$ cat src/rtl/pipe_skid_stage.sv
// rtl/pipe_skid_stage.sv - chained valid/ready register slices with one-entry skid buffers, flush and stall
// Optional feature macro: PIPE_OCC_COUNT_EN (adds the registered occupancy output)

module pipe_skid_stage #(
    parameter int               WIDTH     = 32,
    parameter int               DEPTH     = 1,
    parameter logic [WIDTH-1:0] RESET_VAL = '0
) (
    input  logic             clk,
    input  logic             rst_n,
    input  logic             flush,
    input  logic             stall,
    input  logic             in_valid,
    output logic             in_ready,
    input  logic [WIDTH-1:0] in_data,
    output logic             out_valid,
    input  logic             out_ready,
    output logic [WIDTH-1:0] out_data
`ifdef PIPE_OCC_COUNT_EN
    ,
    output logic [$clog2(2*DEPTH+1)-1:0] occupancy
`endif
);

    // Per-slice state: main holds the older entry, skid the younger one.
    logic [DEPTH-1:0] main_valid;
    logic [DEPTH-1:0] skid_valid;
    logic [WIDTH-1:0] main_data [DEPTH];
    logic [WIDTH-1:0] skid_data [DEPTH];

    // Handshakes into (up_xfer) and out of (dn_xfer) each slice this cycle.
    logic [DEPTH-1:0] up_xfer;
    logic [DEPTH-1:0] dn_xfer;

    for (genvar k = 0; k < DEPTH; k++) begin : g_slice
        logic             up_valid;
        logic [WIDTH-1:0] up_data;
        logic             dn_ready;

        if (k == 0) begin : g_head
            assign up_valid = in_valid;
            assign up_data  = in_data;
        end else begin : g_link
            assign up_valid = main_valid[k-1];
            assign up_data  = main_data[k-1];
        end

        // A slice's ready is its registered !skid_valid, so out_ready never
        // reaches in_ready combinationally.
        if (k == DEPTH - 1) begin : g_tail
            assign dn_ready = out_ready;
        end else begin : g_inner
            assign dn_ready = !skid_valid[k+1];
        end

        // Stall gates every handshake, which freezes the whole chain.
        assign up_xfer[k] = up_valid && !skid_valid[k] && !stall;
        assign dn_xfer[k] = main_valid[k] && dn_ready && !stall;

        // Slice state machine: EMPTY / FULL1 (main only) / FULL2 (main + skid).
        always_ff @(posedge clk or negedge rst_n) begin
            if (!rst_n) begin
                main_valid[k] <= 1'b0;
                skid_valid[k] <= 1'b0;
                main_data[k]  <= RESET_VAL;
                skid_data[k]  <= RESET_VAL;
            end else if (flush) begin
                main_valid[k] <= 1'b0;
                skid_valid[k] <= 1'b0;
                main_data[k]  <= RESET_VAL;
                skid_data[k]  <= RESET_VAL;
            end else if (dn_xfer[k]) begin
                if (skid_valid[k]) begin
                    // FULL2 -> FULL1: skid entry advances into main.
                    main_data[k]  <= skid_data[k];
                    skid_valid[k] <= 1'b0;
                end else if (up_xfer[k]) begin
                    // FULL1 with pass-through: main is replaced.
                    main_data[k] <= up_data;
                end else begin
                    // FULL1 -> EMPTY: data is kept, only valid drops.
                    main_valid[k] <= 1'b0;
                end
            end else if (up_xfer[k]) begin
                if (main_valid[k]) begin
                    // FULL1 -> FULL2: downstream is blocked, park in skid.
                    skid_data[k]  <= up_data;
                    skid_valid[k] <= 1'b1;
                end else begin
                    // EMPTY -> FULL1.
                    main_data[k]  <= up_data;
                    main_valid[k] <= 1'b1;
                end
            end
        end
    end

    assign in_ready  = !skid_valid[0] && !stall;
    assign out_valid = main_valid[DEPTH-1] && !stall;
    assign out_data  = main_data[DEPTH-1];

`ifdef PIPE_OCC_COUNT_EN
    localparam int OCC_W = $clog2(2*DEPTH+1);

    logic in_fire;
    logic out_fire;

    assign in_fire  = in_valid && in_ready;
    assign out_fire = out_valid && out_ready;

    // Entry counter: a flush-cycle input is discarded, so flush wins outright.
    always_ff @(posedge clk or negedge rst_n) begin
        if (!rst_n) begin
            occupancy <= '0;
        end else if (flush) begin
            occupancy <= '0;
        end else if (in_fire && !out_fire) begin
            occupancy <= occupancy + OCC_W'(1);
        end else if (out_fire && !in_fire) begin
            occupancy <= occupancy - OCC_W'(1);
        end
    end
`endif

endmodule

$ cat config.mk
export PLATFORM = sky130hd
export DESIGN_NAME = pipe_skid_stage
export DESIGN_NICKNAME = d
export VERILOG_FILES = /design/src/rtl/pipe_skid_stage.sv
export SDC_FILE = /design/constraint.sdc
export NUM_CORES = 1
export LEC_CHECK = 0
export BUFFER_PORTS_ARGS = -buffer_cell sky130_fd_sc_hd__buf_4
export CAP_MARGIN = 20
export CORE_ASPECT_RATIO = 0.6
export CORE_UTILIZATION = 48
export CTS_CLUSTER_DIAMETER = 200
export DETAILED_ROUTE_END_ITERATION = 10
export PLACE_DENSITY = 0.78
export RECOVER_POWER = 100
export SETUP_SLACK_MARGIN = 0.2
export SYNTH_ARGS = -nofsm -noshare
export SYNTH_HDL_FRONTEND = slang
export SYNTH_SLANG_ARGS = --single-unit
$ cat constraint.sdc
create_clock -name clk -period 1.6 [get_ports clk]
set_clock_uncertainty 0.1 [all_clocks]
set_input_delay 0.16 -clock clk [delete_from_list [all_inputs] [get_ports clk]]
set_output_delay 0.16 -clock clk [all_outputs]
set_load 0.05 [all_outputs]
### Yosys cells after proc, flatten, opt, wreduce, memory -nomap -nowiden

Cells that the tools add are included.

* bits in registers: 66
* latch bits: 0
* memory bits (writable): 0
* bits in read-only memories: 0
* input port bits: 38
* output and inout port bits: 34
* logic and storage cells: 44
* memories: 0

* add/subtract/negate cells: 0
* $mul: 0
* divide/modulo/power cells: 0
* order comparisons: 0
* equal/unequal tests: 4
* shift-type cells: 0
* muxes and demuxes: 19
* bitwise logic cells: 0
* reductions and logical operators: 17

Operator list (count)
* two-way mux 32 bit: 10
* two-way mux 1 bit: 9
* AND reduction 3 bit: 3
* nonzero test 3 bit: 3
* logical AND 1 bit: 6
* != test 3 bit (second input constant): 2
* nonzero test 2 bit: 2
* != test 3 x 2 -> 1 bit (second input constant): 1
* zero test 1 bit: 2
* != test 2 bit (second input constant): 1
* AND reduction 2 bit: 1

### Longest topological paths before layout

Gate-level depths: netlist of run 1.

* depth after elaboration: 7
* gate-level depth with buffers: 4
* gate-level depth less buffers: 3

### Least setup slack after synthesis of run 1

Ideal clock, no wire load.

* kind: reg2reg
* from: register skid_valid
* to: register skid_data[6] (netlist name)
* library setup time: 127 ps
* arrival: 1650 ps
* data required time: 1373 ps
* setup slack: -277 ps
* stages on the path, launching flop included: 5
* path buffers: 1
* clock period less this slack: 1877 ps
* path through: dfrtp_1 nor2_2 a41oi_4 buf_6 mux2_1

* word-level cells in the longest chain between the ends: 5

Ends and longest elaborated chain
* from (decl): line 27 `logic [DEPTH-1:0] skid_valid;`
* from (signal, indexed assignment): line 64 `skid_valid[k] <= 1'b0;`
* from (signal, indexed assignment): line 69 `skid_valid[k] <= 1'b0;`
* from (signal, indexed assignment): line 76 `skid_valid[k] <= 1'b0;`
* zero test 1 bit: line 57 `assign up_xfer[k] = up_valid && !skid_valid[k] && !stall;`
* logical AND 1 bit (2 in series): line 57
* nonzero test 2 bit (no line)
* AND reduction 3 bit (no line)
* to (signal, indexed assignment): line 87 `skid_data[k] <= up_data;`
* to (decl): line 29 `logic [WIDTH-1:0] skid_data [DEPTH];`

Every way passes these cells.
A chain may end at the register's enable or synchronous reset.

### Final worst setup path of run 1

* from: register skid_valid
* to: register main_data (netlist bit out_data[2])

* word-level cells in the longest chain between the ends: 5
* elaborated cells on any way between the ends: 9
* those cells by class: mux: 3; reduce/logical: 6

Ends and longest elaborated chain
* zero test 1 bit: line 57
* logical AND 1 bit (2 in series): line 57
* nonzero test 3 bit (no line)
* AND reduction 3 bit (no line)
* to (signal, indexed assignment): line 75 `main_data[k] <= skid_data[k];`
* to (signal, indexed assignment): line 79 `main_data[k] <= up_data;`
* to (signal, indexed assignment): line 91 `main_data[k] <= up_data;`
* to (decl): line 28 `logic [WIDTH-1:0] main_data [DEPTH];`

Parallel ways exist; a longest one is shown, timed or not.

==> results.txt, run 1 <==
Hold crit path type: input pin to register
Detailed Place HPWL: 4.44 mm
Status: complete, no violations
GP Congestion: 0.787
Top-Level Pins: 72
Switching power: 1.16 mW
Vias in the first global route: 2301
DR DRC count: 0
Grt met2 use: 0.363
Wirelength per Cell: 20.6 µm
Busiest grt layer: met2
Syn_area_per_cell: 13.5 µm²
RSZ-0062 raised after global routing: true
Drt pass-1 iters: 4
Worst Hold Path Cells: 3
Least-Margin Pin Slew: 604 ps
Die area: 0.00667 mm²
Clk_lat worst skew: 340 ps
CP max-delay cell: dfrtp_2
Most common cell after layout, fill and taps aside: dfrtp_1
Reg-to-reg slack, setup: 20 ps
Setup ws final: 21.7 ps
Post-Route WL: 8.56 mm
R2r endpoint: out_data[2]
Sequential Power Share: 0.427
CP startpoint kind: register
Leakage: 2.24 nW
Vias: 2272
Kind of end point of the critical path: register
Area Overhead vs Synth: 46.6%
Port bufs: 71
Ant diodes: 0
Initial antenna violation count: 0
Worst r2r path cells: 5
Count of final hold-check violations: 0
Largest net degree at the start of global routing: 37
Combinational power share: 0.176
Root Driver: clkbuf_8
Layout Nets: 364
Hold path start: in_data[1]
Die height: 63.7 µm
Worst-case clock buffer depth: 2
Core ar.: 0.00611 mm²
R2R Path Start: skid_valid
Met3 Usage GRT: 0.0714
Synth Register Bits: 66
1st-iter DRT viols: 109
CP Class: register to register
Cells after Synth: 225
Post-synth top area cell: dfrtp_1
CP peak stage delay: 460 ps
Row Count: 22
H-tree depth: 3
Most frequent cells in the layout: dfrtp_1 (64), buf_4 (40), nor2b_1 (32), clkbuf_2 (30)
Max cap viols: 0
Synth top area cells: dfrtp_1 (54%), mux2i_1 (11%), mux2_2 (10%), o2bb2ai_1 (9.2%), nor2b_1 (6.8%)
Post-DRT Antenna Nets: 0
Final Max Slew Viols: 0
Yosys cell types: 19
Layout cells sized above 1: 0.489
Sequential share of the synthesized area: 0.543
Final Cycle Share: 0.986
Die span in x: 105 µm
Worst vdd ir: 0.578 mV
Initial core utilization: 0.498
Clock transition at path regs: 80 ps
Ys Warns: 0
Largest delay contributor family on the critical path: flip-flops
First-pass GRT wire length: 12.0 mm
Power per cell area: 982 mW/mm²
Clock network power share: 0.397
Final core utilization: 0.729
Clock sinks: 66
Top-area cell type share of the netlist area: 0.543
Global Route Usage Sum: 0.241
Slew margin rel.: 0.599
P_int: 3.21 mW
Max Fclk: 634 MHz
Final setup vio count: 0
TNS Setup: 0 ps
Worst Path Max Fanout: 5
Avg Vias per Cell: 5.47
Cell area after synthesis: 0.00304 mm²
Worst Path Required: 1720 ps
Met1 global-route usage: 0.340
Setup WS pre-CTS: 25.1 ps
CTS tree: built
Syn nets: 263
Total power: 4.38 mW
Hold endpoint: out_data[1]
CTS Buf Count: 9
CP arrival: 1690 ps
Global route overflow: 0
Final Critical Period: 1580 ps
CP cell instances: mux2_4 -> nand4b_1 -> buf_6 -> clkbuf_16 -> o2bb2ai_1
Net Sw Frac: 0.266
WP buf/inv: 2
## cells in the mapped netlist
library cell,instances
a41oi_4,1
nor2_2,1
mux2_1,5
a211oi_1,1
nand2_1,1
a21oi_1,2
a31oi_4,1
buf_2,10
mux2_2,28
dfrtp_1,66
inv_1,2
nand2b_1,1
o31ai_1,1
mux2i_1,32
buf_6,3
nand4b_1,2
nor2b_1,33
o2bb2ai_1,32
clkbuf_1,3
## state kept, by name (all words and copies together), names as in the netlist
| signal | flops |
|---|---|
| skid_valid | 1 |
| out_data | 32 |
| skid_data | 32 |
| main_valid | 1 |
## how the worst max path moves through the flow
stage	from	endpoint	slack, ps	cells past startpoint
final	skid_valid	out_data[2]	20	5
after floorplan	skid_valid	skid_data[6]	-50	4
after CTS	skid_valid	skid_data[8]	70	5
after global routing	main_valid	skid_data[12]	-2	4
after detailed placement	skid_valid	skid_data[9]	30	4
after global placement	skid_valid	skid_data[28]	70	4
## power by group through the flow
stage                     registers, mW  logic, mW  clock network, mW
after floorplan                    2.01      0.258                  0
after global placement             1.88      0.647                  0
after detailed placement           1.88      0.659                  0
after CTS                          1.85      0.744               1.75
after global routing               1.88      0.811               1.84
final                              1.87      0.770               1.74
## metrics by stage
step | area, µm² | hold slack (ps) | std cells
after floorplan | 3080 | -236 | 225
after global placement | 3770 | -28.3 | 377
after detailed placement | 3770 | -27.9 | 377
after CTS | 4280 | 1.51 | 410
after global routing | 4460 | 10.9 | 415
final | 4460 | 4.12 | 415
## cell families after synthesis
family	count (synthesis)	share of synthesized area
buffers and inverters	18	0.0337
muxes	65	0.228
DFF	66	0.543
and+or+nand+nor	38	0.0790
AOI/OAI and AO/OA	38	0.116
## worst min-delay path, cell delays in order
cell       delay (ps)
buf_4              90
mux2i_1            60
o2bb2ai_1         110
## timing repair
item,CTS,global route
endpoints found under the setup margin,66,66
endpoints found under the hold margin,72,0
hold buffers,7,0
setup buffers,5,1
pin swaps,2,9
gates resized for setup,22,38
cloned,5,4
## layer usage
layer	wire length, µm	vias to the layer above
met2	4000	70
met1	4070	1171
met3	387	10
met5	0	-
met4	100	0
li1	-	1021
## area by class of cell
cell class | instances | area [µm²]
Fill cell | 419 | 1650
Sequential cell | 66 | 1650
Tap cell | 84 | 105
Multi-Input combinational cell | 141 | 1460
Clock buffer | 10 | 138
Clock inverter | 6 | 114
Timing Repair Buffer | 106 | 980
Inverter | 2 | 7.51
(Power assumes the default switching activity.)
==> inputs of run 2 (changes only) <==
Settings changed: REMOVE_ABC_BUFFERS set to 1.
==> run 2 against run 1 <==
- the flow now finishes with violations (setup timing)
- wire length increased by 0.79%
- final area increased by 1.8%
- maximum frequency decreased by 1.9%
- total power rose by 1.3%
- sequential share of layout area is 0.69 points lower
- non-clock buffer count up 1
- highest routed layer unchanged
- register-to-register slack got worse by 30 ps
- global-route usage grew 1.5 points
==> results.txt, run 2 (synthesized netlist as in run 1, its figures left out) <==
Avg Vias per Cell: 5.52 (+0.77%)
Max Fclk: 622 MHz (-1.9%)
Power per cell area: 977 mW/mm² (-0.50%)
Global route overflow: 0 (unchanged)
Worst-case clock buffer depth: 2 (unchanged)
Clk_lat worst skew: 340 ps (about the same)
Drt pass-1 iters: 4 (unchanged)
Clock transition at path regs: 70 ps (about the same)
Final Critical Period: 1610 ps (+30.5 ps)
Least-Margin Pin Slew: 852 ps (+248 ps)
Hold path start: in_data[8]
Count of final hold-check violations: 0 (unchanged)
Sequential Power Share: 0.422 (-0.005)
Leakage: 2.30 nW (+2.3%)
Clock network power share: 0.393 (-0.004)
Final setup vio count: 1 (+1)
Row Count: 22 (unchanged)
R2R Path Start: skid_valid
CP startpoint: skid_valid
Largest net degree at the start of global routing: 35 (-5.4%)
Port bufs: 71 (unchanged)
Initial core utilization: 0.498 (unchanged)
Vias in the first global route: 2370 (+3.0%)
Post-DRT Antenna Nets: 0 (unchanged)
P_int: 3.24 mW (+0.94%)
Min Hold Slack: 10.6 ps (+6.44 ps)
Dpl cell area: 0.00374 mm² (-0.73%)
Status: finished with violations
Setup ws final: -8.73 ps (-30.5 ps)
H-tree depth: 3 (unchanged)
CP startpoint kind: register
Most common cell after layout, fill and taps aside: dfrtp_1
Net Sw Frac: 0.268 (+0.00273)
1st-iter DRT viols: 133 (+22%)
GP Congestion: 0.796 (+1.0%)
Post-Route WL: 8.63 mm (+0.79%)
Failing checks: setup timing
Worst Path Required: 1730 ps (about the same)
Slew margin rel.: 0.432 (-0.167)
Core ar.: 0.00611 mm² (unchanged)
First-pass GRT wire length: 12.8 mm (+6.4%)
Detailed Place HPWL: 4.51 mm (+1.6%)
Die height: 63.7 µm (unchanged)
Area Overhead vs Synth: 49.3%
Top-Level Pins: 72 (unchanged)
Fillers: 386 (-7.9%)
Die area: 0.00667 mm² (unchanged)
CP arrival: 1730 ps (+40 ps)
Worst Path Max Fanout: 14 (+9)
Layout Nets: 365 (+0.27%)
Most frequent cells in the layout: dfrtp_1 (65), buf_4 (43), clkbuf_2 (33), nor2b_1 (32), mux2i_1 (27)
Max cap viols: 0 (unchanged)
Total power: 4.43 mW (+1.3%)
Design area: 0.00454 mm² (+1.8%)
Root Driver: clkbuf_8
Layout cells sized above 1: 0.548 (+0.0588)
CTS Buf Count: 9 (unchanged)
Worst vdd ir: 0.602 mV (+4.0%)
Final Cycle Share: 1.01 (+0.0190)
Wirelength per Cell: 20.7 µm (+0.55%)
Global Route Usage Sum: 0.256 (+0.0148)
Ant diodes: 0 (unchanged)
Combinational power share: 0.185 (+0.009)
Final Max Slew Viols: 0 (unchanged)
Hold crit path type: input pin to register
Switching power: 1.19 mW (+2.4%)
Initial antenna violation count: 0 (unchanged)
Clock sinks: 66 (unchanged)
TNS Setup: -8.73 ps (-8.73 ps)
CTS tree: built
Die span in x: 105 µm (unchanged)
Kind of end point of the critical path: register
Vias: 2295 (+1.0%)
RSZ-0062 raised after global routing: true
DR DRC count: 0 (unchanged)
CP Class: register to register
run 2: path summary, 6_finish.rpt:
kind | endpoint | slack, ps | cells past startpoint
min in group asynchronous | out_data[10] | 350 | 2
hold reg to reg | out_data[21] | 390 | 1
max in group asynchronous | skid_data[23] | 230 | 3
hold / removal | out_data[8] | 10 | 3
setup reg to reg | out_data[16] | -9 | 6
setup / recovery | out_data[16] | -9 | 6
run 2: cell type report:
| cell class | instances | area, µm² | area share |
|---|---|---|---|
| timing repair buffer | 107 | 998 | 0.220 |
| sequential | 66 | 1650 | 0.364 |
| inverter | 2 | 7.51 | 0.00165 |
| tap | 84 | 105 | 0.0232 |
| multi-input combinational | 141 | 1520 | 0.336 |
| clock inverter | 6 | 114 | 0.0251 |
| clock buffer | 10 | 138 | 0.0303 |
run 2: metrics by stage:
stage	cells	setup slack (ps)	utilization
after floorplan	209	-969	-
after global placement	375	92.3	0.612
after detailed placement	375	33.4	0.612
after CTS	411	82.7	0.708
after global routing	416	-72.9	0.743
final	416	-8.73	0.743
run 2: metal layers:
| metal | routed length, µm | track usage | vias to the layer above |
|---|---|---|---|
| li1 | - | - | 1030 |
| met1 | 4100 | 0.378 | 1160 |
| met2 | 3890 | 0.361 | 90 |
| met3 | 521 | 0.0807 | 15 |
| met4 | 116 | 0.0669 | 0 |
| met5 | 0 | 0 | - |
run 2: worst max-delay path, cell delays in order (launching register included):
cell       delay [ps]
dfrtp_1           430
buf_4             160
nand4b_1          100
buf_6             150
buf_12            180
mux2i_1           290
o2bb2ai_2          70
run 2: repair_timing:
| item | 4_1_cts | 5_1_grt |
|---|---|---|
| setup endpoints to repair | 67 | 67 |
| gates resized for setup | 25 | 41 |
| cloned | 4 | 3 |
| pin swaps | 3 | 1 |
| endpoints found under the hold margin | 37 | 1 |
| hold buffers | 6 | 1 |
| buffers inserted | 10 | 1 |
run 2: power by group through the flow:
stage | Clock, mW | Combinational, mW | Sequential, mW
after global routing | 1.84 | 0.864 | 1.88
after global placement | 0 | 0.639 | 1.88
after floorplan | 0 | 0.219 | 2.01
final | 1.74 | 0.820 | 1.87
after detailed placement | 0 | 0.651 | 1.88
after CTS | 1.76 | 0.748 | 1.85
==> inputs of run 3 (changes only) <==
--- a/constraint.sdc
+++ b/constraint.sdc
@@ -4,2 +4,2 @@
 set_output_delay 0.16 -clock clk [all_outputs]
-set_load 0.05 [all_outputs]
+set_load 0.1 [all_outputs]
==> run 3 against run 2 <==
- via count shrank 1.3%
- total power grew 4.2%
- highest routed layer unchanged
- die area unchanged
- critical path type unchanged
- the run still ends with setup timing left
- sequential power hardly changed
- core utilization is 0.35 points higher
==> results.txt, run 3 (synthesized netlist as in run 1, its figures left out) <==
Status: finished with violations
Failing checks: setup timing
Worst r2r path cells: 5 (-1)
Power per cell area: 1010 mW/mm² (+3.7%)
Avg Vias per Cell: 5.48 (-0.59%)
Placed Cells: 375 (unchanged)
CP Depth: 5 (-1)
First-pass GRT wire length: 12.8 mm (-0.32%)
Most frequent cells in the layout: buf_4 (76), dfrtp_1 (64), mux2i_1 (32), nor2b_1 (32), mux2_4 (21)
Clock network power share: 0.376 (-0.017)
Wirelength per Cell: 21.0 µm (+1.1%)
Non-filler cells, final: 413 (-0.72%)
CP Class: register to register
GP Congestion: 0.796 (unchanged)
Clk_lat worst skew: 340 ps (about the same)
R2R Path Start: skid_valid
Combinational power share: 0.220 (+0.035)
Top-Level Pins: 72 (unchanged)
1st-iter DRT viols: 173 (+30%)
Worst Path Max Fanout: 11 (-3)
Worst Path Required: 1750 ps (+20 ps)
Root Driver: clkbuf_8
WP buf/inv: 2 (-1)
Post-Route WL: 8.66 mm (+0.42%)
Global route overflow: 0 (unchanged)
Count of final hold-check violations: 0 (unchanged)
Drt pass-1 iters: 4 (unchanged)
Detailed Place HPWL: 4.51 mm (unchanged)
Initial antenna violation count: 0 (unchanged)
Final setup vio count: 3 (+2)
CP max-delay cell: dfrtp_2
Post-DRT Antenna Nets: 0 (unchanged)
Max cap viols: 0 (unchanged)
Die span in x: 105 µm (unchanged)
Fillers: 387 (+0.26%)
Row Count: 22 (unchanged)
Global Route Usage Sum: 0.254 (-0.00154)
Worst-case clock buffer depth: 2 (unchanged)
Switching power: 1.35 mW (+13%)
CP peak stage delay: 450 ps (+20 ps)
RSZ-0062 raised after global routing: true
Reg-to-reg slack, setup: -30 ps (-20 ps)
Most common cell after layout, fill and taps aside: buf_4
Max Fclk: 614 MHz (-1.3%)
Largest delay contributor family on the critical path: flip-flops
CP arrival: 1780 ps (+50 ps)
CTS tree: built
CP startpoint kind: register
Largest net degree at the start of global routing: 35 (unchanged)
Hold path start: in_data[3]
Die height: 63.7 µm (unchanged)
Layout cells sized above 1: 0.502 (-0.0467)
Vias in the first global route: 2321 (-2.1%)
Least-Margin Pin Slew: 823 ps (-28.8 ps)
Vias: 2265 (-1.3%)
Kind of end point of the critical path: register
Ant diodes: 0 (unchanged)
Final Critical Period: 1630 ps (+21.0 ps)
Reg area: 0.00165 mm² (about the same)
Net Sw Frac: 0.292 (+0.0235)
Clock transition at path regs: 70 ps (about the same)
Area Overhead vs Synth: 50.0%
DR DRC count: 0 (unchanged)
Initial core utilization: 0.498 (unchanged)
Layout Nets: 362 (-0.82%)
CTS Buf Count: 9 (unchanged)
Final Max Slew Viols: 0 (unchanged)
Min Hold Slack: 8.42 ps (-2.13 ps)
CP cell instances: mux2_4 -> a31oi_4 -> buf_4 -> buf_16 -> o2bb2ai_1
P_int: 3.27 mW (+0.81%)
Die area: 0.00667 mm² (unchanged)
Worst setup path end: out_data[0]
Sequential Power Share: 0.405 (-0.017)
Hold crit path type: input pin to register
R2r endpoint: out_data[0]
Port bufs: 71 (unchanged)
H-tree depth: 3 (unchanged)
Final Cycle Share: 1.02 (+0.0131)
Setup ws final: -29.7 ps (-21.0 ps)
Core ar.: 0.00611 mm² (unchanged)
Slew margin rel.: 0.451 (+0.0192)
Multi-input gate area in the final layout: 0.00153 mm² (+0.33%)
Worst vdd ir: 0.602 mV (+0.12%)
Leakage: 2.34 nW (+1.8%)
Clock sinks: 66 (unchanged)
CP startpoint: skid_valid
-- run 3: cell type report --
class                           instances  area share
Sequential cell                        66       0.363
Clock inverter                          6      0.0250
Tap cell                               84      0.0231
Multi-Input combinational cell        141       0.335
Inverter                                2     0.00165
Timing Repair Buffer                  104       0.222
Clock buffer                           10      0.0302
-- run 3: through the flow --
step	power [mW]	util	setup WS (ps)	area (µm²)	TNS [ps]
2_1_floorplan	2.39	-	-969	2950	-61490
3_3_place_gp	2.68	0.612	92.3	3740	0
3_5_place_dp	2.70	0.612	33.4	3740	0
4_1_cts	4.56	0.709	80.1	4330	0
5_1_grt	4.77	0.746	-72.0	4560	-962
6_report	4.62	0.746	-29.7	4560	-35.7
-- run 3: worst min-delay path by stage --
stage                         endpoint  slack [ps]  depth (start not counted)
final                      out_data[3]           8                          3
after global routing       out_data[3]           8                          3
after CTS                  out_data[3]         0.5                          3
after detailed placement  out_data[10]          30                          1
after global placement    out_data[10]          30                          1
after floorplan             main_valid        -240                          0
-- run 3: worst min-delay path, cell delays in order --
cell	delay [ps]
buf_4	80
mux2i_1	60
o2bb2ai_1	110
-- run 3: power by group through the flow --
stage	registers [mW]	clock network, mW	logic, mW
after floorplan	2.16	0	0.229
after global placement	1.88	0	0.806
after detailed placement	1.88	0	0.818
after CTS	1.85	1.76	0.940
after global routing	1.88	1.83	1.05
final	1.87	1.73	1.01
-- run 3: timing repair --
action                                  CTS  global route
hold buffers                              6             0
cloned                                    3             2
setup buffers                             8             3
pin swaps                                 3             3
resized for setup                        39            23
endpoints found under the setup margin   67            66
endpoints found under the hold margin    37             0
-- run 3: per-layer routing --
| metal | GRT usage | vias to the layer above | wire length (µm) |
|---|---|---|---|
| met5 | 0 | - | 0 |
| met4 | 0.0511 | 0 | 87 |
| met3 | 0.0787 | 12 | 448 |
| met2 | 0.367 | 78 | 4000 |
| met1 | 0.377 | 1159 | 4130 |
| li1 | - | 1016 | - |
